File: src/rtl/fifo_request_arbiter_pkg.sv
// Shared definitions for the FIFO request arbiter.
//   arb_state_e          : arbiter FSM states (IDLE, ISSUE, ACK)
//   DEFAULT_ENTRY_WIDTH  : default entry width, matches fifo_queue
//   slice_lo()           : low bit of requester idx's slot in a packed request bus
package fifo_request_arbiter_pkg;

  typedef enum logic [1:0] {
    IDLE  = 2'd0,
    ISSUE = 2'd1,
    ACK   = 2'd2
  } arb_state_e;

  localparam int unsigned DEFAULT_ENTRY_WIDTH = 32;

  function automatic int unsigned slice_lo(input int unsigned idx, input int unsigned width);
    return idx * width;
  endfunction

endpackage

File: src/rtl/round_robin_picker.sv
// Purely combinational round-robin selector.
//   valid     : per-requester valid vector
//   rr_ptr    : requester with highest priority this round
//   found     : at least one requester is valid
//   winner_id : first valid requester scanning circularly upward from rr_ptr
module round_robin_picker #(
  parameter int unsigned NUM_REQUESTERS     = 4,
  parameter int unsigned REQUESTER_ID_WIDTH = 2
) (
  input  logic [NUM_REQUESTERS-1:0]     valid,
  input  logic [REQUESTER_ID_WIDTH-1:0] rr_ptr,
  output logic                          found,
  output logic [REQUESTER_ID_WIDTH-1:0] winner_id
);

  always_comb begin
    int unsigned cand;
    found     = 1'b0;
    winner_id = '0;
    cand      = 0;
    for (int unsigned off = 0; off < NUM_REQUESTERS; off++) begin
      // Wrap by subtraction so non-power-of-two requester counts work.
      cand = 32'(rr_ptr) + off;
      if (cand >= NUM_REQUESTERS) begin
        cand = cand - NUM_REQUESTERS;
      end
      if (!found && valid[cand[REQUESTER_ID_WIDTH-1:0]]) begin
        found     = 1'b1;
        winner_id = cand[REQUESTER_ID_WIDTH-1:0];
      end
    end
  end

endmodule

File: src/rtl/fifo_request_arbiter.sv
// Round-robin arbiter sharing one fifo_queue write port among several producers.
// A winner's entry is captured once at grant and held on the FIFO side until the
// FIFO acks; the winner then receives a single-cycle one-hot ack.
//   clk_in, reset_n_in      : clock, asynchronous active-low reset
//   request_packed_in       : requester i's entry at [i*W +: W]
//   request_valid_in        : per-requester valid, held until ack
//   issue_ack_out           : one-hot single-cycle ack to the granted requester
//   fifo_request_out        : entry presented to the FIFO
//   fifo_request_valid_out  : valid to the FIFO
//   fifo_issue_ack_in       : FIFO accepted the entry
//   fifo_is_full_in         : FIFO full, blocks new grants
//   grant_id_out            : current or last granted requester
//   busy_out                : arbiter not idle
module fifo_request_arbiter
  import fifo_request_arbiter_pkg::*;
#(
  parameter int unsigned NUM_REQUESTERS             = 4,
  parameter int unsigned REQUESTER_ID_WIDTH         = 2,
  parameter int unsigned SINGLE_ENTRY_WIDTH_IN_BITS = DEFAULT_ENTRY_WIDTH
) (
  input  logic                                                 clk_in,
  input  logic                                                 reset_n_in,
  input  logic [NUM_REQUESTERS*SINGLE_ENTRY_WIDTH_IN_BITS-1:0] request_packed_in,
  input  logic [NUM_REQUESTERS-1:0]                            request_valid_in,
  output logic [NUM_REQUESTERS-1:0]                            issue_ack_out,
  output logic [SINGLE_ENTRY_WIDTH_IN_BITS-1:0]                fifo_request_out,
  output logic                                                 fifo_request_valid_out,
  input  logic                                                 fifo_issue_ack_in,
  input  logic                                                 fifo_is_full_in,
  output logic [REQUESTER_ID_WIDTH-1:0]                        grant_id_out,
  output logic                                                 busy_out
);

  localparam int unsigned W = SINGLE_ENTRY_WIDTH_IN_BITS;

  arb_state_e                    state, state_next;
  logic [REQUESTER_ID_WIDTH-1:0] rr_ptr, rr_ptr_next;
  logic                          pick_found;
  logic [REQUESTER_ID_WIDTH-1:0] pick_id;
  logic [W-1:0]                  pick_data;
  logic [REQUESTER_ID_WIDTH-1:0] grant_next;
  logic [W-1:0]                  entry_next;
  logic                          valid_next;
  logic [NUM_REQUESTERS-1:0]     ack_next;
  logic                          busy_next;

  round_robin_picker #(
    .NUM_REQUESTERS    (NUM_REQUESTERS),
    .REQUESTER_ID_WIDTH(REQUESTER_ID_WIDTH)
  ) u_picker (
    .valid    (request_valid_in),
    .rr_ptr   (rr_ptr),
    .found    (pick_found),
    .winner_id(pick_id)
  );

  always_comb begin
    pick_data = '0;
    for (int unsigned i = 0; i < NUM_REQUESTERS; i++) begin
      if (32'(pick_id) == i) begin
        pick_data = request_packed_in[slice_lo(i, W) +: W];
      end
    end
  end

  always_ff @(posedge clk_in or negedge reset_n_in) begin
    if (!reset_n_in) begin
      state <= IDLE;
    end else begin
      state <= state_next;
    end
  end

  // Next-state plus next values of every registered output, so no input
  // reaches an output without passing through a flop.
  always_comb begin
    state_next  = state;
    rr_ptr_next = rr_ptr;
    grant_next  = grant_id_out;
    entry_next  = fifo_request_out;
    valid_next  = fifo_request_valid_out;
    ack_next    = '0;
    case (state)
      IDLE: begin
        if (pick_found && !fifo_is_full_in) begin
          grant_next = pick_id;
          entry_next = pick_data;
          valid_next = 1'b1;
          state_next = ISSUE;
        end
      end
      ISSUE: begin
        if (fifo_issue_ack_in) begin
          valid_next             = 1'b0;
          ack_next[grant_id_out] = 1'b1;
          rr_ptr_next = (grant_id_out == REQUESTER_ID_WIDTH'(NUM_REQUESTERS - 1))
                        ? '0 : grant_id_out + REQUESTER_ID_WIDTH'(1);
          state_next  = ACK;
        end
      end
      ACK: begin
        // Requesters update on the edge they see their ack, so skip sampling here.
        state_next = IDLE;
      end
      default: begin
        valid_next = 1'b0;
        state_next = IDLE;
      end
    endcase
    busy_next = (state_next != IDLE);
  end

  always_ff @(posedge clk_in or negedge reset_n_in) begin
    if (!reset_n_in) begin
      rr_ptr                 <= '0;
      grant_id_out           <= '0;
      fifo_request_out       <= '0;
      fifo_request_valid_out <= 1'b0;
      issue_ack_out          <= '0;
      busy_out               <= 1'b0;
    end else begin
      rr_ptr                 <= rr_ptr_next;
      grant_id_out           <= grant_next;
      fifo_request_out       <= entry_next;
      fifo_request_valid_out <= valid_next;
      issue_ack_out          <= ack_next;
      busy_out               <= busy_next;
    end
  end

endmodule

File: config.mk
export PLATFORM = sky130hd
export DESIGN_NAME = fifo_request_arbiter
export DESIGN_NICKNAME = d
export VERILOG_FILES = /design/src/rtl/fifo_request_arbiter_pkg.sv /design/src/rtl/round_robin_picker.sv /design/src/rtl/fifo_request_arbiter.sv
export SDC_FILE = /design/constraint.sdc
export NUM_CORES = 1
export LEC_CHECK = 0
export BUFFER_PORTS_ARGS = -buffer_cell sky130_fd_sc_hd__buf_2
export CORE_ASPECT_RATIO = 1.25
export CORE_UTILIZATION = 35
export CTS_CLUSTER_DIAMETER = 60
export DETAILED_ROUTE_END_ITERATION = 12
export PLACE_DENSITY = 0.74
export SLEW_MARGIN = 20
export SYNTH_ARGS = -nofsm -noshare
export SYNTH_HDL_FRONTEND = slang
export SYNTH_HIERARCHICAL = 1
export SYNTH_SLANG_ARGS = --single-unit
File: constraint.sdc
create_clock -name clk_in -period 3.1 [get_ports clk_in]
set_clock_uncertainty 0.05 [all_clocks]
set_input_delay 0.155 -clock clk_in [delete_from_list [all_inputs] [get_ports clk_in]]
set_output_delay 0.155 -clock clk_in [all_outputs]
set_load 0.01 [all_outputs]
== After elaboration in Yosys (flattened, before gate mapping) ==
Index checks and enable logic that the tools add are counted.
Cells by class
  add/sub/neg operators: 8
  $lt $le $gt $ge: 10
  equal/unequal tests: 8
  muxes and demuxes: 35
  bitwise logic cells: 1
  reductions and logical operators: 15
Operators by type and width (count)
  $mux W32: 4
  $mux W2: 11
  $lt A2 B3 Y1 const B: 5
  $mux W1: 11
  $ge A3 B3 Y1 const B: 3
  $bmux W1 S2: 4
  $eq A2 B2 Y1 const B: 4
  $mux W4: 2
  $sub A2 B1 Y2 const B: 4
  $add A2 B2 Y3 const B: 2
  $logic_and A1 B1 Y1: 5
  $eq A2 B1 Y1 const B: 2
  $logic_not A1 Y1: 4
  $logic_not A2 Y1: 2
  $ne A2 B2 Y1 const B: 2
  $pmux W2 S2: 1
  $reduce_and A2 Y1: 2
  $add A2 B1 Y3 const B: 1
  $ge A2 B3 Y1 const B: 1
  $pmux W1 S3: 1
  $reduce_and A3 Y1: 1
  $add A2 B1 Y2 const B: 1
  $demux W1 S2: 1
  $ge A2 B1 Y1 const B: 1
  2 further kinds: 2
Storage, ports and cells
  register bits: 44
  bits of input ports: 136
  output and inout bits: 40
  word-level logic and storage cells: 84

== Longest topological paths before layout ==
Gate-level depths: netlist (run 1).
  depth in word-level cells: 19
  depth in mapped cells: 7
  mapped depth without buffers: 5

== Modules after synthesis ==
The synthesis (run 1) kept the hierarchy.
By module, submodules not included
  fifo_request_arbiter: instances 1, cells an instance 143, area an instance 2502.4 um^2, sequential area each 1101.1 um^2
  round_robin_picker: instances 1, cells an instance 15, area an instance 77.6 um^2, sequential area each 0.0 um^2

== Worst setup path before layout (run 1) ==
No wires, ideal clock.
  path type: reg-to-reg
  from: reg rr_ptr[0]
  to: reg fifo_request_out[5]
  library setup time: 0.125 ns
  data arrival time: 1.926 ns
  data required time: 2.925 ns
  path slack: 0.999 ns
  stages on the path, launching flop included: 8
  buffers on the path: 2
  period minus slack after synthesis: 2.101 ns
  cells stage by stage: dfrtp_1 -> inv_2 -> a221o_1 -> a21oi_1 -> buf_6 -> buf_6 -> mux4_2 -> mux2_4
On the way
  longest elaborated chain between the ends: 19
  elaborated cells between the ends (all ways): 47
  those cells by class: add/sub (7); order compare (4); eq/ne (3); mux (24); reduce/logical (9)
Ends and longest elaborated chain
  start, declared: RTL line fifo_request_arbiter.sv:37  | logic [REQUESTER_ID_WIDTH-1:0] rr_ptr, rr_ptr_next;
  start signal, assigned: RTL line fifo_request_arbiter.sv:122  | rr_ptr <= rr_ptr_next;
  parallel branches: the longest is 13 deep, another holds $add A2 B1 Y3
  $mux W2 (*): RTL line round_robin_picker.sv:27  | if (!found && valid[cand[REQUESTER_ID_WIDTH-1:0]]) begin
  net pick_id[0]: RTL line fifo_request_arbiter.sv:39  | logic [REQUESTER_ID_WIDTH-1:0] pick_id;
  $logic_not A2 Y1: RTL line fifo_request_arbiter.sv:60  | if (32'(pick_id) == i) begin
  $mux W32 (3 in series): RTL line fifo_request_arbiter.sv:60
  $mux W32 (*): RTL line fifo_request_arbiter.sv:60
  end signal, assigned: RTL line fifo_request_arbiter.sv:124  | fifo_request_out <= entry_next;
  end, declared: RTL line fifo_request_arbiter.sv:26  | output logic [SINGLE_ENTRY_WIDTH_IN_BITS-1:0] fifo_request_out,
Mark *: on every way through the listed nets, which the timed path passes. The select of a mux whose other input is x is not followed.
A chain may end at the register's enable or synchronous reset.

== Worst setup path after layout (run 1) ==
  from: reg rr_ptr[0]
  to: reg fifo_request_out[24]
The elaborated chain is that of the path after synthesis.

==> results of run 1 <==
final cells by class:
class                   count  area, um^2
repair buffers            181       938.4
clock inverters             3       42.54
inverters                   7       26.28
well taps                  90       112.6
clock buffers               5       68.82
fillers                   625        3395
diodes                      1       2.502
flip-flops and latches     44        1101
multi-input cells          95        1375
cell families (layout without fill, tap and decap cells):
family,after synthesis,in the layout
muxes,68,68
adders and majority gates,4,4
DFF,44,44
buffers and inverters,19,196
other,0,1
and+or+nand+nor,13,13
AOI/OAI and AO/OA,10,10
report_power, final:
group / internal (mW) / leakage (nW) / total [mW] / switching, mW
Sequential: 0.838 / 0.528 / 0.987 / 0.149
Combinational: 0.865 / 1.21 / 1.50 / 0.632
Clock: 0.239 / 0.0541 / 0.444 / 0.205
worst paths after layout:
path,start,end,slack (ns)
min in group asynchronous,reset_n_in,fifo_request_out[19],0.35
max reg2reg,rr_ptr[0],fifo_request_out[24],0.77
max in group asynchronous,reset_n_in,issue_ack_out[3],2.25
min,fifo_issue_ack_in,state[0],0.05
min reg2reg,fifo_request_out[2],fifo_request_out[2],0.46
max,rr_ptr[0],fifo_request_out[24],0.77
metrics by stage:
step / cells / power [mW] / setup slack [ns] / instance area [um^2]
after floorplan: 158 / 2.039 / 0.9990 / 2580
after global placement: 416 / 2.475 / 0.8300 / 3541
after detailed placement: 416 / 2.531 / 0.7491 / 3541
after CTS: 424 / 2.988 / 0.7325 / 3652
after global routing: 425 / 3.144 / 0.6068 / 3665
final: 426 / 2.928 / 0.7703 / 3667
worst reg2reg max path: stages, from the launching register on:
cell	delay, ns
dfrtp_1	0.40
inv_2	0.05
a221o_1	0.35
a21oi_4	0.16
buf_4	0.33
mux4_1	0.61
mux2_2	0.27
registers in the layout (all words and copies together) (netlist names):
signal	flops
busy_out	1
fifo_request_out	32
fifo_request_valid_out	1
grant_id_out	2
issue_ack_out	4
rr_ptr	2
state	2
timing repair:
| action | 4_1_cts | 5_1_grt |
|---|---|---|
| hold endpoints to repair | 0 | 44 |
| setup endpoints to repair | 0 | 0 |
| hold buffers | 0 | 1 |
| setup buffers | 0 | 0 |
cell usage in the layout, fill, tap and decap left out:
cell           count
a21oi_1            2
nand2_1            1
buf_2            174
clkinvlp_4         1
or4b_1             1
diode_2            1
nand2b_1           2
clkbuf_8           5
mux2_4             3
nand3_1            1
a221o_1            1
nor4b_4            1
mux2_2            32
buf_4              5
o21a_1             1
dfrtp_1           44
and3b_1            1
mux4_2            30
ha_1               4
mux4_1             2
o21ai_0            3
and2_1             4
dlygate4sd3_1      1
nor2_1             2
bufinv_16          1
mux2_1             1
inv_2              1
inv_1              6
clkinv_2           1
buf_12             1
o221ai_1           1
a21oi_4            2
per-layer routing:
metal | up-vias | global-route usage
li1 | 971 | -
met1 | 1035 | 0.1804
met2 | 101 | 0.3117
met3 | 7 | 0.05888
met4 | 2 | 0.03846
met5 | - | 0
==> metrics, run 1 <==
run status finished clean; Synth Area in Adders 0.01940; Main synth FF type dfrtp_1; Worst R2R Path Depth 6; Setup violations, final 0; cts bufs inserted 5; RSZ-0062 raised after global routing false; area grow syn2layout 42.14%; vias per cell 4.967; CP cell instances inv_2, a221o_1, a21oi_4, buf_4, mux4_1, mux2_2; Synth area leaders dfrtp_1 (43%), mux4_2 (26%), mux2_2 (14%), buf_6 (3.1%), mux4_1 (2.0%); die width 78.79 um; Post-Synthesis Cell Area 2580 um^2; worst hold slack 0.04534 ns; Netlist cell types 25; All-Layer GR Usage 0.1685; TritonRoute pass-1 iters 4; leakage power 1.797 nW; pwr/cell area 798.4 nW/um^2; period utilization 0.7515; largest net degree at the start of global routing 45; Util after Layout 0.5193; Final Hold Vio Count 0; sequential share of the synthesized area 0.4268; CP top delay family multiplexers; mux contribution to synthesized area 0.4437; CTS resizes 0; min-delay worst type input port to register; Final #Nets 474; DR WL/cell 15.01 um; WL met3 604 um; first-pass GRT wire length 10030 um; Root Buffer clkbuf_8; Hold Path Depth 2; async set-reset flop share out of synthesis 1.000; Highest Signal Layer met5; die height 97.99 um; setup TNS 0 ns; Synth top area share 0.4268; Tmin final 2.330 ns; Critical Path AT 2.47 ns; CP required 3.24 ns; H-tree Lvls 2; DP HPWL 5000 um; vias in the first global route 2199; Total Wirelength 6394 um; CTS Buffer Depth 2; Simple-Gate Fraction of Synth Area 0.03734; Initial DRC Count 38; Syn Inst Count 158; Mapped Nets 298; Initial Util 0.3653; met1 wire length 2304 um; max incr delay on CP 0.60 ns; maximum VDD drop 0.3378 mV; Detail Route Antenna Nets 0; via count 2116; critical path class register to register; largest family of logic cells by synthesized area multiplexers; # Max-Cap Violations 0; Ports 176; Die ar. 7721 um^2; worst skew pair latency 0.30 ns; layout cells sized above 1 0.7672; wire length on met2 3428 um; TritonCTS clock tree yes; Slew HR 0.5594; synth warn 6; most numerous cell in the Yosys netlist dfrtp_1; synthesized area per cell 16.33 um^2; Post-synth EDFFs 0; XOR/XNOR share of the synthesized area 0; total congestion overflow 0; Core ar. 7062 um^2; register bit total from synthesis 44; DRC Markers 0; post-synth top area cell dfrtp_1; worst slew pin tran 0.6594 ns; crit end category register; Critical Path Source Type register; Worst path depth 6; slowest CP cell mux4_1; Max Fclk 0.4292 GHz; global placement routability congestion 0.7393; # port buffers 175; Reg clk slew, reported paths 0.09 ns; site row count 34; WP buf/inv 2; initial antenna violation count 2; synth cell count leaders dfrtp_1 (44), mux2_2 (32), mux4_2 (30); CTS Sinks 44; crit-path max FO 17; Slew Limit Fails 0; Synth Area in Compound Gates 0.02376
(Power assumes the default switching activity.)
==> run 2: changes to the inputs <==
clock period = 2.4 ns   (was 3.1 ns; I/O delays follow)
==> metrics, run 2 (same netlist as run 1, synthesis figures left out) <==
multi-input logic area 1375 um^2 (unchanged); die width 78.79 um (unchanged); Placed Area 3561 um^2 (was 3541 um^2); Fillers 637 (was 625); crit-path max FO 17 (unchanged); area grow syn2layout 42.39% (was 42.14%); Reg-to-Reg Start rr_ptr[0] (unchanged); Final Instance Area 3674 um^2 (was 3667 um^2); Slew Limit Fails 0 (unchanged); WP buf/inv 2 (unchanged); Final Hold Vio Count 0 (unchanged); dpl cells 417 (was 416); Detail Route Antenna Nets 0 (unchanged); die height 97.99 um (unchanged); initial antenna violation count 2 (unchanged); r2r setup slk 0.17 ns (was 0.77 ns); CTS resizes 0 (unchanged); Total Wirelength 6342 um (was 6394 um); # Max-Cap Violations 0 (unchanged); run status finished clean (unchanged); CP cell instances inv_2, a221o_1, a21oi_4, buf_12, mux4_1, mux2_2 (was inv_2, a221o_1, a21oi_4, buf_4, mux4_1, mux2_2); CTS Sinks 44 (unchanged); Core ar. 7062 um^2 (unchanged); Critical Path AT 2.36 ns (was 2.47 ns); largest net degree at the start of global routing 45 (unchanged); Hold Path Depth 3 (was 2); Die ar. 7721 um^2 (unchanged); CTS Buffer Depth 2 (unchanged); vias in the first global route 2249 (was 2199); max reg flops 32 (unchanged); Max Fclk 0.4487 GHz (was 0.4292 GHz); DRC Markers 0 (unchanged); Largest regs fifo_request_out: 32 flops, issue_ack_out: 4 flops (unchanged); Reg clk slew, reported paths 0.08 ns (was 0.09 ns); Initial DRC Count 21 (was 38); vias per cell 4.979 (was 4.967); pwr/cell area 1011 nW/um^2 (was 798.4 nW/um^2); min-delay worst type input port to register (unchanged); Setup violations, final 0 (unchanged); crit end category register (unchanged); min setup slack post-route 0.1711 ns (was 0.7703 ns); slowest CP cell mux4_1 (unchanged); maximum VDD drop 0.4136 mV (was 0.3378 mV); CP top delay family multiplexers (unchanged); critical path class register to register (unchanged); cts bufs inserted 5 (unchanged); Tmin final 2.229 ns (was 2.330 ns); Tot Pwr 3.714 mW (was 2.928 mW); TritonRoute pass-1 iters 3 (was 4); CP required 2.53 ns (was 3.24 ns); Ports 176 (unchanged); worst slew pin tran 0.5706 ns (was 0.6594 ns); DP Worst Slack 0.1677 ns (was 0.7491 ns); Final #Nets 476 (was 474); worst hold slack 0.1426 ns (was 0.04534 ns); Critical Path Source Type register (unchanged); total congestion overflow 0 (unchanged); Slew HR 0.6196 (was 0.5594); H-tree Lvls 2 (unchanged); Initial Util 0.3653 (unchanged); most common cell after layout, fill and taps aside buf_2 (unchanged); non-filler cells, final 427 (was 426); Worst Setup EP fifo_request_out[24] (unchanged); DR WL/cell 14.85 um (was 15.01 um); leakage power 1.802 nW (was 1.797 nW); RSZ-0062 raised after global routing false (unchanged); max incr delay on CP 0.55 ns (was 0.60 ns); setup TNS 0 ns (unchanged); TritonCTS clock tree yes (unchanged); Util after Layout 0.5202 (was 0.5193); period utilization 0.9287 (was 0.7515); site row count 34 (unchanged); # port buffers 175 (unchanged); first-pass GRT wire length 10270 um (was 10030 um); Root Buffer clkbuf_8 (unchanged); Worst R2R Path Depth 6 (unchanged); via count 2126 (was 2116); global placement routability congestion 0.7399 (was 0.7393); Reg-to-Reg End fifo_request_out[24] (unchanged); most frequent cells in the layout buf_2 (174), dfrtp_1 (44), mux2_2 (32) (unchanged); FF+latch area 1101 um^2 (unchanged); largest register by flop count fifo_request_out (unchanged); Ant. Diodes 0 (was 1); Worst path depth 6 (unchanged); DP HPWL 5112 um (was 5000 um); Setup crit start rr_ptr[0] (unchanged); worst skew pair latency 0.29 ns (was 0.30 ns); layout cells sized above 1 0.7596 (was 0.7672); All-Layer GR Usage 0.1705 (was 0.1685)
-- run 2: changes by cell type in the layout (fill, tap and decap cells not counted), sizes merged --
cell         change
clkinv           -1
diode            -1
buf              +1
dlygate4sd3      +1
bufinv           -1
clkinvlp         -1
clkbuf           +3
-- run 2: how the worst min path moves through the flow --
stage | start | end | slack [ns]
floorplan | reset_n_in | busy_out | -0.23
global placement | reset_n_in | fifo_request_out[14] | 0.29
detailed placement | reset_n_in | fifo_request_out[15] | 0.30
CTS | fifo_is_full_in | busy_out | 0.13
global route | fifo_is_full_in | busy_out | 0.18
finish | fifo_is_full_in | busy_out | 0.14
-- run 2: timing repair --
| action | in CTS | in global routing |
|---|---|---|
| hold buffers | 2 | 0 |
| hold endpoints to repair | 45 | 0 |
| endpoints found under the setup margin | 0 | 0 |
| buffers inserted | 0 | 0 |
-- run 2: routing by layer --
metal	vias up	track usage	part of all wire
li1	971	-	-
met1	1039	0.1844	0.36
met2	102	0.3171	0.54
met3	12	0.05514	0.090
met4	2	0.03846	0.012
met5	-	0	0.0016
-- run 2: area by class of cell --
| class | count | area share |
|---|---|---|
| timing repair buffer | 183 | 0.2636 |
| inverter | 7 | 0.007153 |
| sequential | 44 | 0.2997 |
| tap | 90 | 0.03065 |
| multi-input combinational | 95 | 0.3743 |
| clock buffer | 8 | 0.02452 |
-- run 2: worst min-delay path: stages --
cell and delay [ns]:
buf_2 0.11, or4b_1 0.15, nand2_1 0.06
-- run 2: where the power goes --
part           internal, mW  total [mW]  switching (mW)  leakage [nW]
Sequential             1.08        1.27           0.189         0.528
Clock                 0.235       0.473           0.238        0.0455
Combinational          1.15        1.97           0.818          1.23
Total                  2.47        3.71            1.25          1.80
